## config.mk

```make
export PLATFORM = sky130hd
export DESIGN_NAME = pipe_hazard_unit
export DESIGN_NICKNAME = d
export VERILOG_FILES = /design/src/rtl/pipe_hazard_unit.sv
export SDC_FILE = /design/constraint.sdc
export NUM_CORES = 1
export LEC_CHECK = 0
export CAP_MARGIN = 20
export CORE_UTILIZATION = 39
export CTS_CLUSTER_DIAMETER = 30
export DETAILED_ROUTE_END_ITERATION = 16
export GPL_ROUTABILITY_DRIVEN = 0
export PLACE_DENSITY = 0.86
export SLEW_MARGIN = 20
export SYNTH_ARGS = -nofsm -noshare
export SYNTH_HDL_FRONTEND = slang
export SYNTH_SLANG_ARGS = --single-unit
```

## constraint.sdc

```tcl
create_clock -name clk -period 2.1 [get_ports clk]
set_input_delay 0.42 -clock clk [delete_from_list [all_inputs] [get_ports clk]]
set_output_delay 0.42 -clock clk [all_outputs]
set_load 0.005 [all_outputs]
```

## src/rtl/pipe_hazard_unit.sv

```systemverilog
// rtl/pipe_hazard_unit.sv - hazard detection and operand forwarding for the in-order pipeline
//
// Tracks in-flight register writers in a DEPTH-entry scoreboard that shifts
// one stage per clock (entry 0 = EX, 1 = MEM, 2 = WB, ...). Looks up the
// instruction in ID against that scoreboard to produce the load-use stall and
// the registered forwarding selects that apply once it reaches EX.
//
// Optional build macro: HAZARD_STATS_EN adds stall_cnt / fwd_cnt counters.
//
// Ports:
//   clk, rst                   clock, synchronous active-high reset
//   issue_valid                instruction present in ID
//   issue_rs, issue_rt         source register indices
//   issue_use_rs, issue_use_rt source actually read
//   issue_wr_en, issue_wr_reg  destination write enable / index
//   issue_is_load              destination comes from a memory read
//   flush                      kill the instruction in ID
//   stall                      combinational: hold PC and IF/ID, inject bubble
//   fwd_a, fwd_b               registered EX operand source (0 = regfile, k = stage k)
//   stage_valid                registered scoreboard occupancy
//   stall_cnt, fwd_cnt         (HAZARD_STATS_EN only) saturating event counters

module pipe_hazard_unit #(
  parameter int REG_AW     = 5,
  parameter int DEPTH      = 3,
  parameter int LOAD_STAGE = 2,
  parameter int FW         = $clog2(DEPTH)
) (
  input  logic              clk,
  input  logic              rst,
  input  logic              issue_valid,
  input  logic [REG_AW-1:0] issue_rs,
  input  logic [REG_AW-1:0] issue_rt,
  input  logic              issue_use_rs,
  input  logic              issue_use_rt,
  input  logic              issue_wr_en,
  input  logic [REG_AW-1:0] issue_wr_reg,
  input  logic              issue_is_load,
  input  logic              flush,
  output logic              stall,
  output logic [FW-1:0]     fwd_a,
  output logic [FW-1:0]     fwd_b,
`ifdef HAZARD_STATS_EN
  output logic [31:0]       stall_cnt,
  output logic [31:0]       fwd_cnt,
`endif
  output logic [DEPTH-1:0]  stage_valid
);

  // Valid bits cover every tracked stage. The write/destination/load fields
  // are only kept for entries 0..DEPTH-2: the oldest entry has already
  // committed to the register file by the time a reader reaches EX, so its
  // fields can never influence a lookup.
  logic [DEPTH-1:0]  sb_v;
  logic [DEPTH-2:0]  sb_wr;
  logic [DEPTH-2:0]  sb_ld;
  logic [REG_AW-1:0] sb_rd [DEPTH-1];

  logic [FW-1:0] sel_a;
  logic [FW-1:0] sel_b;
  logic          hz_a;
  logic          hz_b;
  logic          accept;

  assign stage_valid = sb_v;

  // Scan oldest to youngest so the youngest matching producer overwrites
  // any older one. Register 0 never matches.
  always_comb begin
    sel_a = '0;
    sel_b = '0;
    hz_a  = 1'b0;
    hz_b  = 1'b0;
    for (int j = DEPTH - 2; j >= 0; j--) begin
      if (issue_use_rs && sb_v[j] && sb_wr[j] &&
          (sb_rd[j] == issue_rs) && (issue_rs != '0)) begin
        sel_a = FW'(j + 1);
        hz_a  = sb_ld[j] && ((j + 1) < LOAD_STAGE);
      end
      if (issue_use_rt && sb_v[j] && sb_wr[j] &&
          (sb_rd[j] == issue_rt) && (issue_rt != '0)) begin
        sel_b = FW'(j + 1);
        hz_b  = sb_ld[j] && ((j + 1) < LOAD_STAGE);
      end
    end
  end

  // flush wins over stall; reset forces the stall low immediately.
  assign stall  = ~rst & issue_valid & ~flush & (hz_a | hz_b);
  assign accept = issue_valid & ~stall & ~flush;

  always_ff @(posedge clk) begin
    if (rst) begin
      sb_v  <= '0;
      sb_wr <= '0;
      sb_ld <= '0;
      for (int j = 0; j < DEPTH - 1; j++) sb_rd[j] <= '0;
      fwd_a <= '0;
      fwd_b <= '0;
    end else begin
      sb_v <= {sb_v[DEPTH-2:0], accept};
      for (int j = DEPTH - 2; j >= 1; j--) begin
        sb_wr[j] <= sb_wr[j-1];
        sb_ld[j] <= sb_ld[j-1];
        sb_rd[j] <= sb_rd[j-1];
      end
      // A stalled, flushed or absent instruction enters as an all-zero bubble.
      sb_wr[0] <= accept & issue_wr_en;
      sb_ld[0] <= accept & issue_is_load;
      sb_rd[0] <= accept ? issue_wr_reg : '0;
      fwd_a    <= accept ? sel_a : '0;
      fwd_b    <= accept ? sel_b : '0;
    end
  end

`ifdef HAZARD_STATS_EN
  always_ff @(posedge clk) begin
    if (rst) begin
      stall_cnt <= '0;
      fwd_cnt   <= '0;
    end else begin
      if (stall && (stall_cnt != '1)) stall_cnt <= stall_cnt + 32'd1;
      if (accept && ((sel_a != '0) || (sel_b != '0)) && (fwd_cnt != '1))
        fwd_cnt <= fwd_cnt + 32'd1;
    end
  end
`endif

endmodule

```

==> results of run 1 <==
==> critical path: stages <==
cell and delay, ps:
buf_8 100, or4_4 540, o21ai_4 150, nor3_2 60
o21a_1 210, and2_4 140, buf_6 100
==> layout make-up <==
class | instances | share of cell area [%]
flip-flops and latches | 20 | 26.9
clock inverters | 1 | 2.02
repair buffers | 59 | 33.1
clock buffers | 3 | 1.51
well taps | 27 | 2.27
multi-input cells | 66 | 34.2
==> synthesized netlist by cell type <==
| cell type | n | area (um^2) |
|---|---|---|
| a2111oi_1 | 2 | 20.0 |
| buf_6 | 1 | 11.3 |
| or3b_2 | 1 | 8.76 |
| o21a_1 | 1 | 7.51 |
| clkbuf_1 | 1 | 3.75 |
| nor3b_1 | 3 | 22.5 |
| and2_4 | 1 | 8.76 |
| and4b_1 | 1 | 10.0 |
| xnor2_1 | 14 | 123 |
| dfxtp_1 | 20 | 400 |
| xor2_1 | 6 | 52.6 |
| nor2_1 | 8 | 30.0 |
| or4_1 | 2 | 15.0 |
| o21ai_2 | 2 | 17.5 |
| nand3_1 | 2 | 10.0 |
| nor2b_1 | 8 | 50.1 |
| nor3_1 | 4 | 20.0 |
| nand2_1 | 7 | 26.3 |
| nand4_1 | 4 | 25.0 |
==> per-layer routing <==
metal	wire length, um	part of all wire (%)
met3	116	4.3
met1	1060	40
met4	105	3.9
met5	0	0
met2	1400	52
==> where the power goes <==
part           internal [mW]  leakage (nW)  total (mW)  switching (mW)
clock network          0.193        0.0279       0.306           0.113
logic                 0.0818         0.418       0.131          0.0496
registers              0.386         0.162       0.394         0.00734
total                  0.661         0.608       0.831           0.170
==> cells in the final DEF (no fill, tap or decap), types with 2 or more instances in the layout <==
master,Yosys,final
o21ai_4,0,2
xnor2_1,14,13
nor3b_1,3,3
buf_6,1,2
dlygate4sd2_1,0,2
xor2_1,6,6
nor3_1,4,2
nand4_1,4,4
clkdlybuf4s50_1,0,19
nor2_1,8,8
buf_2,0,4
nand3_1,2,2
clkbuf_4,0,3
dfxtp_1,20,20
nand2_1,7,7
nor3_2,0,2
buf_4,0,29
or4_4,0,2
clkbuf_2,0,2
nor2b_1,8,8
==> repair_timing <==
item	CTS	global route
resized for setup	47	4
buffers inserted	9	2
pin swaps	9	8
hold endpoints to repair	0	0
endpoints found under the setup margin	1	3
==> cells by family after synthesis <==
group / synth area share, %
and+or+nand+nor: 26.3
xor gates and xnor gates: 20.3
DFF: 46.4
AOI/OAI and AO/OA: 5.23
buffers and inverters: 1.74
==> worst min path at each step <==
stage	end	cells past startpoint
finish	sb_wr[1]	1
global route	sb_wr[1]	1
CTS	sb_wr[1]	1
detailed placement	sb_wr[1]	1
global placement	sb_wr[1]	1
floorplan	fwd_a[0]	1
==> flip-flops by register name, indices dropped and copies added (netlist names) <==
name and count:
sb_wr 2, fwd_b 2, stage_valid 3, sb_ld 1, sb_rd 10, fwd_a 2
==> per-stage QoR <==
stage | area, um^2 | setup slack [ps]
after global routing | 1490 | -90.6
after CTS | 1480 | -66.5
after floorplan | 862 | 46.8
after global placement | 1330 | -715
final | 1490 | -52.9
after detailed placement | 1330 | -815
==> impl_metrics.tcl, run 1 <==
set metrics [dict create \
    die_w_um 49.0 \
    hold_path_startpoint "sb_wr[0]" \
    critPathArrivalTime_ps 1730 \
    final_antenna_net_count 0 \
    antenna_found_initial 0 \
    drive_above_1_share_pct 35.6 \
    start_util_pct 42.6 \
    nNetsFinal 173 \
    area_growth_pct 72.7 \
    relSlewSlack_pct 79.3 \
    netlist_area_um2 862 \
    status "complete, but fails checks" \
    critPathLaunchType "input pin" \
    power_leakage_nw 0.608 \
    timing.final.crit_share_pct 103 \
    grtUsageMet3_pct 2.18 \
    r2r_cells 9 \
    cts_tree "done" \
    grt_pass1_vias 897 \
    ys_ff_latch 20 \
    cts_hold_buf 0 \
    grt_busiest_layer "met2" \
    drv_slew 0 \
    use_met1_pct 24.7 \
    worst_pin_slew_ps 311 \
    fmax_mhz 465 \
    seq_area_frac_synth_pct 46.4 \
    overflow 0 \
    clock_latency_ps 300 \
    rr_startpoint "sb_rd[0][1]" \
    avgViaCountPerCell 4.93 \
    numCtsBuffers 3 \
    min_path_type "reg -> reg" \
    whs_ps 483 \
    synthCells 88 \
    avgSynthCellArea_um2 9.80 \
    crit_path_end_kind "output pin" \
    finalWorstSetupSlack_ps -52.9 \
    root_buffer "clkbuf_4" \
    register_area_um2 400 \
    violations "negative setup slack" \
    cp.required_ps 1680 \
    power_density_nw_per_um2 558 \
    clkSinkCount 20 \
    rsz0062_at_grt "true" \
    fin_crit_ps 2150 \
    maxCapViolCount 0 \
    ys_warn_count 0 \
    grt_use_total_pct 24.1 \
    utilization_pct 73.6 \
    grtUsageMet2_pct 47.0 \
    total_power_mw 0.831 \
    drc 0 \
    portBuffers 30 \
    hold_violations 0 \
    drt-pass1-iter-count 4 \
    cp-startpoint "issue_rs[0]" \
    crit_end "stall" \
    fin_tns_setup_ps -52.9 \
    drtIter0Drc 10 \
    syn_nets 111 \
    ir_worst_vdd_mv 0.448 \
    num_io_pins 31 \
    placedCellCount 163 \
    rows 16 \
    floorplan.core_area_um2 2020 \
    fillers 149 \
    critPathKind "in -> out" \
    dieArea_um2 2400 \
    fin_cells 176 \
    crit_fanout 2 \
    skew_ps 6.69 \
    r2r-end "fwd_b[1]" \
    grt_pass1_wl_um 4210 \
    r2r_slack_ps 330 \
    multi_input_area_um2 509 \
    dp_hpwl_um 1680 \
    synth_cell_types 19 \
    grt_max_degree 13 \
    vias 867 \
    wl_um 2680 \
    die_y_um 49.0 \
    path_clk_slew_ps 110 \
    setup_violations 1 \
    antenna_cells 0 \
    h-tree-depth 1 \
    wl_per_cell_um 15.2 \
    cts_buffer_depth 2 \
]
Note: power is estimated with default switching activity, not from simulation.
==> inputs of run 2 (changes only) <==
--- a/config.mk
+++ b/config.mk
@@ -7,7 +7,6 @@
 export LEC_CHECK = 0
 export CAP_MARGIN = 20
 export CORE_UTILIZATION = 39
-export CTS_CLUSTER_DIAMETER = 30
 export DETAILED_ROUTE_END_ITERATION = 16
 export GPL_ROUTABILITY_DRIVEN = 0
 export PLACE_DENSITY = 0.86
==> results of run 2 <==
Same layout as run 1: the final DEF is identical, and so are final timing and power.
==> inputs of run 3 (changes only) <==
--- a/config.mk
+++ b/config.mk
@@ -5,6 +5,7 @@
 export SDC_FILE = /design/constraint.sdc
 export NUM_CORES = 1
 export LEC_CHECK = 0
+export ABC_CLOCK_PERIOD_IN_PS = 2100
 export CAP_MARGIN = 20
 export CORE_UTILIZATION = 39
 export DETAILED_ROUTE_END_ITERATION = 16
==> results of run 3 <==
Same layout as run 1: the final DEF is identical, and so are final timing and power.
